**src/rtl/step_pulse_scheduler_pkg.sv**
```systemverilog
// -----------------------------------------------------------------------------
// step_pulse_scheduler_pkg
// Shared constants for the step pulse scheduler: default counter widths and
// the scheduler state encoding. Imported by the top and the phase counter.
// -----------------------------------------------------------------------------
package step_pulse_scheduler_pkg;

    // Default width of the step-period counter, in clock cycles
    localparam int DEF_CNT_W   = 28;

    // Default width of the step-count field
    localparam int DEF_STEPS_W = 16;

    // Scheduler states
    typedef enum logic [1:0] {
        IDLE = 2'd0,
        RUN  = 2'd1,
        DONE = 2'd2
    } state_t;

endpackage

```
**src/rtl/step_phase_counter.sv**
```systemverilog
// -----------------------------------------------------------------------------
// step_phase_counter
// Free-running phase counter for one step period. Counts 0..i_period-1 and
// wraps while enabled; i_load forces it back to phase 0.
//
// Ports
//   clock       system clock, rising edge
//   reset       asynchronous active-high reset
//   i_load      restart at phase 0 (start of a move)
//   i_enable    advance the phase this cycle
//   i_period    effective step period in cycles (always > PULSE_W)
//   o_terminal  phase is the last one of the period
//   o_inWindow  phase lies inside the step-high window
//   o_fallNext  phase is the last high phase; step falls after this cycle
// -----------------------------------------------------------------------------
module step_phase_counter
    import step_pulse_scheduler_pkg::*;
#(
    parameter int               CNT_W   = DEF_CNT_W,
    parameter logic [CNT_W-1:0] PULSE_W = CNT_W'(50)
) (
    input  logic             clock,
    input  logic             reset,
    input  logic             i_load,
    input  logic             i_enable,
    input  logic [CNT_W-1:0] i_period,
    output logic             o_terminal,
    output logic             o_inWindow,
    output logic             o_fallNext
);

    logic [CNT_W-1:0] r_phase;
    logic             w_terminal;

    // The period is clamped above PULSE_W by the caller, so period-1 never
    // underflows and phase+1 never overflows CNT_W bits.
    assign w_terminal = (r_phase == (i_period - CNT_W'(1)));

    // Phase register: load wins over counting, wrap at the terminal phase
    always_ff @(posedge clock or posedge reset) begin
        if (reset) begin
            r_phase <= '0;
        end else if (i_load) begin
            r_phase <= '0;
        end else if (i_enable) begin
            r_phase <= w_terminal ? '0 : (r_phase + CNT_W'(1));
        end
    end

    assign o_terminal = w_terminal;
    assign o_inWindow = (r_phase < PULSE_W);
    assign o_fallNext = (r_phase == (PULSE_W - CNT_W'(1)));

endmodule

```
**src/rtl/step_pulse_scheduler.sv**
```systemverilog
// -----------------------------------------------------------------------------
// step_pulse_scheduler
// Accepts a move command (period, step count, direction) and emits that many
// step pulses, each PULSE_W cycles high, one per effective period. Signals a
// one-cycle done pulse at the end of the move or after an abort.
//
// Ports
//   clock       system clock, rising edge
//   reset       asynchronous active-high reset
//   cmd_valid   command offered
//   cmd_ready   scheduler idle and able to accept a command
//   cmd_period  cycles per step (clamped up to PULSE_W+1)
//   cmd_steps   number of step pulses (0 gives an immediate done)
//   cmd_dir     direction for the move
//   abort       terminate the current move
//   step        step pulse to the motor driver
//   dir         direction latched at the last accepted command
//   busy        move in progress
//   done        one-cycle end-of-move pulse
//   steps_left  remaining step count
// -----------------------------------------------------------------------------
module step_pulse_scheduler
    import step_pulse_scheduler_pkg::*;
#(
    parameter int               CNT_W   = DEF_CNT_W,
    parameter int               STEPS_W = DEF_STEPS_W,
    parameter logic [CNT_W-1:0] PULSE_W = CNT_W'(50)
) (
    input  logic               clock,
    input  logic               reset,
    input  logic               cmd_valid,
    output logic               cmd_ready,
    input  logic [CNT_W-1:0]   cmd_period,
    input  logic [STEPS_W-1:0] cmd_steps,
    input  logic               cmd_dir,
    input  logic               abort,
    output logic               step,
    output logic               dir,
    output logic               busy,
    output logic               done,
    output logic [STEPS_W-1:0] steps_left
);

    state_t             r_state;
    logic               r_step;
    logic               r_dir;
    logic               r_busy;
    logic               r_done;
    logic [STEPS_W-1:0] r_stepsLeft;
    logic [CNT_W-1:0]   r_period;

    logic               w_accept;
    logic [CNT_W-1:0]   w_clampPeriod;
    logic               w_enable;
    logic               w_terminal;
    logic               w_inWindow;
    logic               w_fallNext;

    // Ready is held low during reset so nothing can be taken while the state
    // is being cleared; abort in IDLE simply blocks acceptance.
    assign cmd_ready = (r_state == IDLE) && !reset;
    assign w_accept  = cmd_valid && cmd_ready && !abort;

    // The period must leave at least one low cycle after the pulse window
    assign w_clampPeriod = (cmd_period > PULSE_W) ? cmd_period : (PULSE_W + CNT_W'(1));

    // Phase only advances in RUN; an abort freezes it for the exit cycle
    assign w_enable = (r_state == RUN) && !abort;

    step_phase_counter #(
        .CNT_W   (CNT_W),
        .PULSE_W (PULSE_W)
    ) u_phase (
        .clock      (clock),
        .reset      (reset),
        .i_load     (w_accept),
        .i_enable   (w_enable),
        .i_period   (r_period),
        .o_terminal (w_terminal),
        .o_inWindow (w_inWindow),
        .o_fallNext (w_fallNext)
    );

    // Scheduler FSM with registered outputs. r_step holds the value of step
    // for the next phase, so the first pulse starts the cycle after accept.
    // A pulse is counted only on its natural fall, so an aborted pulse
    // leaves steps_left untouched.
    always_ff @(posedge clock or posedge reset) begin
        if (reset) begin
            r_state     <= IDLE;
            r_step      <= 1'b0;
            r_dir       <= 1'b0;
            r_busy      <= 1'b0;
            r_done      <= 1'b0;
            r_stepsLeft <= '0;
            r_period    <= '0;
        end else begin
            case (r_state)
                IDLE: begin
                    r_done <= 1'b0;
                    if (w_accept) begin
                        r_dir       <= cmd_dir;
                        r_stepsLeft <= cmd_steps;
                        r_period    <= w_clampPeriod;
                        if (cmd_steps == '0) begin
                            r_state <= DONE;
                            r_done  <= 1'b1;
                            r_step  <= 1'b0;
                        end else begin
                            r_state <= RUN;
                            r_busy  <= 1'b1;
                            r_step  <= 1'b1;
                        end
                    end
                end
                RUN: begin
                    if (abort || (w_terminal && (r_stepsLeft == '0))) begin
                        r_state <= DONE;
                        r_busy  <= 1'b0;
                        r_done  <= 1'b1;
                        r_step  <= 1'b0;
                    end else begin
                        if (w_terminal) begin
                            r_step <= 1'b1;
                        end else begin
                            r_step <= w_inWindow && !w_fallNext;
                        end
                        if (w_fallNext) begin
                            r_stepsLeft <= r_stepsLeft - STEPS_W'(1);
                        end
                    end
                end
                DONE: begin
                    r_state <= IDLE;
                    r_done  <= 1'b0;
                    r_step  <= 1'b0;
                end
                default: begin
                    r_state <= IDLE;
                    r_busy  <= 1'b0;
                    r_done  <= 1'b0;
                    r_step  <= 1'b0;
                end
            endcase
        end
    end

    // Abort must silence the driver in the same cycle, ahead of the register
    assign step       = r_step && !abort;
    assign dir        = r_dir;
    assign busy       = r_busy;
    assign done       = r_done;
    assign steps_left = r_stepsLeft;

endmodule

```
**config.mk**
```make
export PLATFORM = sky130hd
export DESIGN_NAME = step_pulse_scheduler
export DESIGN_NICKNAME = d
export VERILOG_FILES = /design/src/rtl/step_pulse_scheduler_pkg.sv /design/src/rtl/step_phase_counter.sv /design/src/rtl/step_pulse_scheduler.sv
export SDC_FILE = /design/constraint.sdc
export NUM_CORES = 1
export LEC_CHECK = 0
export CORE_UTILIZATION = 55
export DETAILED_ROUTE_END_ITERATION = 7
export DONT_BUFFER_PORTS = 1
export PLACE_DENSITY = 0.68
export SYNTH_ARGS = -nofsm -noshare
export SYNTH_HDL_FRONTEND = slang
export SYNTH_SLANG_ARGS = --single-unit
```
**constraint.sdc**
```tcl
create_clock -name clock -period 8.4 [get_ports clock]
set_input_delay 1.68 -clock clock [delete_from_list [all_inputs] [get_ports clock]]
set_output_delay 1.68 -clock clock [all_outputs]
set_load 0.02 [all_outputs]
```
Word-level counts from Yosys, hierarchy flattened. Index checks and enable logic that the tools add are counted.

Equality and inequality tests: 9. Shift operators: 0. Multipliers: 0. $add $sub $neg: 3. Bitwise logic cells: 1. Magnitude comparators: 2. Divide/modulo/power cells: 0. Multiplexer cells: 25. Reductions and logical operators: 20.

Operators by type and width (number): 28-bit two-way mux (4); 16-bit two-way mux (3); 16-bit zero test (2); 16-bit one-hot mux with 2 select lines (1); 28-bit by 1-bit adder with 28-bit output, second input constant (1); 28-bit equality test (1); 28-bit by 6-bit equality test with 1-bit output, second input constant (1); 28-bit by 6-bit > comparator with 1-bit output, second input constant (1); 28-bit by 6-bit < comparator with 1-bit output, second input constant (1); 28-bit by 1-bit subtractor with 28-bit output, second input constant (1); 16-bit by 1-bit subtractor with 16-bit output, second input constant (1); 1-bit two-way mux (10); 4-bit AND reduction (2); 1-bit logical AND (7); 2-bit two-way mux (3); 2-bit inequality test, second input constant (3); 2-bit by 1-bit inequality test with 1-bit output, second input constant (2); 1-bit one-hot mux with 2 select lines (2); 2-bit one-hot mux with 2 select lines (1); 2-bit AND reduction (2); 2-bit nonzero test (2); 1-bit zero test (3); 1-bit one-hot mux with 3 select lines (1); 2-bit by 1-bit equality test with 1-bit output, second input constant (1); other kinds (4) (4).

Register bits after elaboration: 78. Bits in writable memories: 0. Output and inout bits: 21. Bits in latches: 0. Memories kept: 0. Logic and storage cells: 68. Memory bits (read-only): 0. Input port bits: 49.

Longest topological paths before layout.
Depth after elaboration: 6. Mapped depth: 12.

By module. Synthesis repeated with hierarchy kept, for this count alone.

Cells, all modules: 612. Area, all modules: 5266.3 um^2.

By module, submodules not included: step_pulse_scheduler (sequential area each 1251.2 um^2, cells an instance 300, area each 2700.1 um^2, instances 1); step_phase_counter (sequential area each 700.7 um^2, cells an instance 312, area each 2566.2 um^2, instances 1).

Worst setup path after synthesis. OpenSTA, ideal clock, no wires.

Path type: input to output. From: input reset. To: output cmd_ready. Arrival: 2242 ps. Setup slack: 4478 ps. Buffers on the path: 0. Stages on the path: 1. Cells stage by stage: nor3_1.

Word-level cells in the longest chain between the ends: 2.

RTL lines: start, declared (line step_pulse_scheduler.sv:30) `input logic reset,`; 1-bit zero test (no source line); 1-bit logical AND (line step_pulse_scheduler.sv:61) `assign cmd_ready = (r_state == IDLE) && !reset;`; end, declared (line step_pulse_scheduler.sv:32) `output logic cmd_ready,`.

No other way between the ends.

Worst setup path in the final report.
From: input reset. To: register r_stepsLeft[12], in the netlist steps_left[12].

Word-level cells in the longest chain between the ends: 6.

RTL lines: 1-bit zero test (no source line); 1-bit logical AND (line step_pulse_scheduler.sv:61); 1-bit logical AND (2 in a row) (line step_pulse_scheduler.sv:62) `assign w_accept = cmd_valid && cmd_ready && !abort;`; 2-bit by 1-bit inequality test with 1-bit output (no source line); 4-bit AND reduction (no source line); end signal, assigned (line step_pulse_scheduler.sv:103) `r_stepsLeft <= cmd_steps;`; end signal, assigned (line step_pulse_scheduler.sv:129) `r_stepsLeft <= r_stepsLeft - STEPS_W'(1);`; end, declared (line step_pulse_scheduler.sv:49) `logic [STEPS_W-1:0] r_stepsLeft;`.

No other way between the ends. A chain may end at the register's enable or synchronous reset.

==> metrics <==
status=finished clean; area grow syn2layout=4.42%; Fmax=226 MHz; Filler cells=859; TritonCTS clock tree=yes; ranking of synthesized cells by area=dfrtp_1 (37%), nand2_1 (9.1%), xnor2_1 (4.8%); initial detailed-routing violation count=307; Routed Antenna Nets=0; async set or reset register ratio after synthesis=100%; Num CTS Buffers=9; I/O Pins=70; origin of the worst min-delay path=r_period[27]; GPL Wtd Cong=0.853; Final setup violation count=0; Least-Margin Pin Slew=0.993 ns; Inst Count DP=755; CP Buf/Inv Count=1; via count=4876; Reg2Reg Depth=11; Post-CTS Setup Repair Bufs=0; Largest delay share family, worst path=simple AND/OR/NAND/NOR gates; clk_lat worst skew=0.36 ns; synthesized area=5260 um2; CP arrival=4.63 ns; worst path required time=8.60 ns; number of H-tree levels=3; slack of the critical path=3.98 ns; crit-path cells=nor3_1, and3b_1, buf_4, nor2_1, nor2_1, nand2_1, o31ai_1, a21oi_1; first-pass GRT wire length=22.9 mm; Root Buffer=clkbuf_8; TritonRoute pass-1 iters=4; number of global-route vias before repair=4631; Net Count, Synth=712; top-count cell post-synth=nand2_1; Seq/Total Area, Yosys=37.1%; Yosys cell types=63; top cell type's share of synthesized area=37.1%; Worst Hold Class=reg -> reg; Avg Synthesized Cell Area=7.98 um2; Place WS=3.70 ns; Tcrit/Tclk final=52.7%; dpl hpwl=9.88 mm; CTS Hold Bufs=0; CP dominant cell by count=nor2_1; std cell rows=35; chip width=99.8 um; WP depth=8; clock sink count=78; Final min period=4.42 ns; Final Non-Filler Cells=771; initial antenna violation count=0; Final Hold Fails=0; Commonest cells post-synth=nand2_1 (128), dfrtp_1 (78), nor2_1 (52); worst setup path start=reset; drt drc=0; Slew Viols, Final=0; Power Dens Cells=295 nW/um2; Leak=0.00216 uW; Crit. End Element=flip-flop; IO buf count=0; drt total wl=13.7 mm; Overflow after GRT=0; Synth Register Bits=78; CTS max path bufs=2; RSZ-0062 raised after global routing=false; Hold Crit Depth=2; Peak VDD IR=0.000168 V; Hold WS=0.498 ns; Startpoint Class=input pin; die area=9960 um2; fraction of layout cells with a size suffix above 1=5.92%; Nets=690; post-CTS resize count=0; Initial Utilization=56.9%; crit-path max cell delay=0.64 ns; global-route usage over all layers=28.9%; Yosys Warn Count=0; critical-path maximum fanout=45; Routed WL per cell=17.8 um; clk slew on worst S/H paths=0.10 ns; final setup TNS=0 ns; vias per cell=6.32; Worst path slowest cell=nor3_1; EDFF count, synth=0; area leader, netlist=dfrtp_1; Max-slew headroom=33.8%; Top FF cell, synth=dfrtp_1; Crit Path Class=in -> reg; Layout Skew=0.0187 ns; largest net degree at the start of global routing=79; Mapped Cells=659; Std-Cell Core Area=9240 um2; max-cap violations=0; reg2reg start=r_period[0]; height of the die=99.8 um; # diodes=0
-- cell usage in the layout, fill, tap and decap left out, types with 4 or more instances in the layout --
cell / Yosys / layout
and3_1: 16 / 16
a21oi_1: 26 / 26
o311ai_0: 6 / 6
nor2_1: 52 / 52
nand2b_1: 7 / 7
o211ai_1: 14 / 14
nor4_1: 29 / 29
clkbuf_8: 0 / 11
nor4b_1: 5 / 5
nor2b_1: 6 / 6
or4_1: 10 / 10
nor3_1: 22 / 22
buf_4: 2 / 4
nand2_1: 128 / 128
o21ai_0: 25 / 25
nand4_1: 8 / 8
or2_2: 4 / 4
o221ai_1: 5 / 5
xnor2_1: 29 / 29
o31ai_1: 5 / 5
inv_1: 20 / 19
ha_1: 4 / 4
nand3_1: 37 / 37
or3_1: 15 / 15
nand3b_1: 7 / 7
dfrtp_1: 78 / 78
xor2_1: 13 / 13
-- registers in the layout, indices dropped and copies added (netlist names) --
name	cells
r_period	28
u_phase.r_phase	28
steps_left	16
r_state	2
busy	1
dir	1
done	1
r_step	1
-- final timing paths --
kind	end	slack, ns
worst max-delay path	steps_left[12]	3.98
worst min-delay path	r_period[27]	0.50
worst max register to register	u_phase.r_phase[21]	4.32
worst min register to register	r_period[27]	0.50
max in group asynchronous	r_period[25]	6.23
min in group asynchronous	steps_left[15]	1.51
-- cell type report --
class / count / area, um2 / share of cell area [%]
clock buffer: 11 / 151 / 2.76
clock inverter: 5 / 57.6 / 1.05
inverter: 20 / 76.3 / 1.39
multi-input combinational: 524 / 3060 / 55.8
sequential: 78 / 1950 / 35.5
tap: 129 / 161 / 2.94
timing repair buffer: 4 / 30.0 / 0.547
-- kinds of logic (layout without fill, tap and decap cells) --
family / count (synthesis) / in the layout / share of synthesized area, %
mux: 3 / 3 / 0.595
fa+ha+maj: 4 / 4 / 0.952
xor+xnor: 42 / 42 / 6.99
flops: 78 / 78 / 37.1
compound gates: 113 / 113 / 14.6
simple gates: 362 / 362 / 35.1
buf+inv: 57 / 40 / 4.64
-- layer usage --
layer  up-vias  share of wire (%)  track usage (%)
met1      2367                 49             43.8
met3        20                6.0             4.81
met4         0                1.6             8.03
met5         -                  0                0
li1       2321                  -                -
met2       168                 44             42.5
-- power by group --
group | switching (uW) | internal (uW)
sequential | 225 | 485
combinational | 355 | 257
clock | 145 | 153
total | 725 | 895
-- through the flow --
stage	util [%]	power (uW)	instance area [um2]
2_1_floorplan	-	1180	5260
3_3_place_gp	57.2	1290	5280
3_5_place_dp	57.2	1320	5280
4_1_cts	59.4	1620	5490
5_1_grt	59.4	1740	5490
6_report	59.4	1620	5490
-- worst register-to-register path: stages, from the launching register on --
cell and delay [ns]:
dfrtp_1 0.43, inv_1 0.09, ha_1 0.20, nor3b_1 0.66, nand4_1 0.45, o21a_1 0.32, or4_4 0.55, nor4_4 0.30
nand2_1 0.09, o21a_2 0.38, and3_1 0.24, a221o_1 0.26
Power figures use the tool's default switching activity.
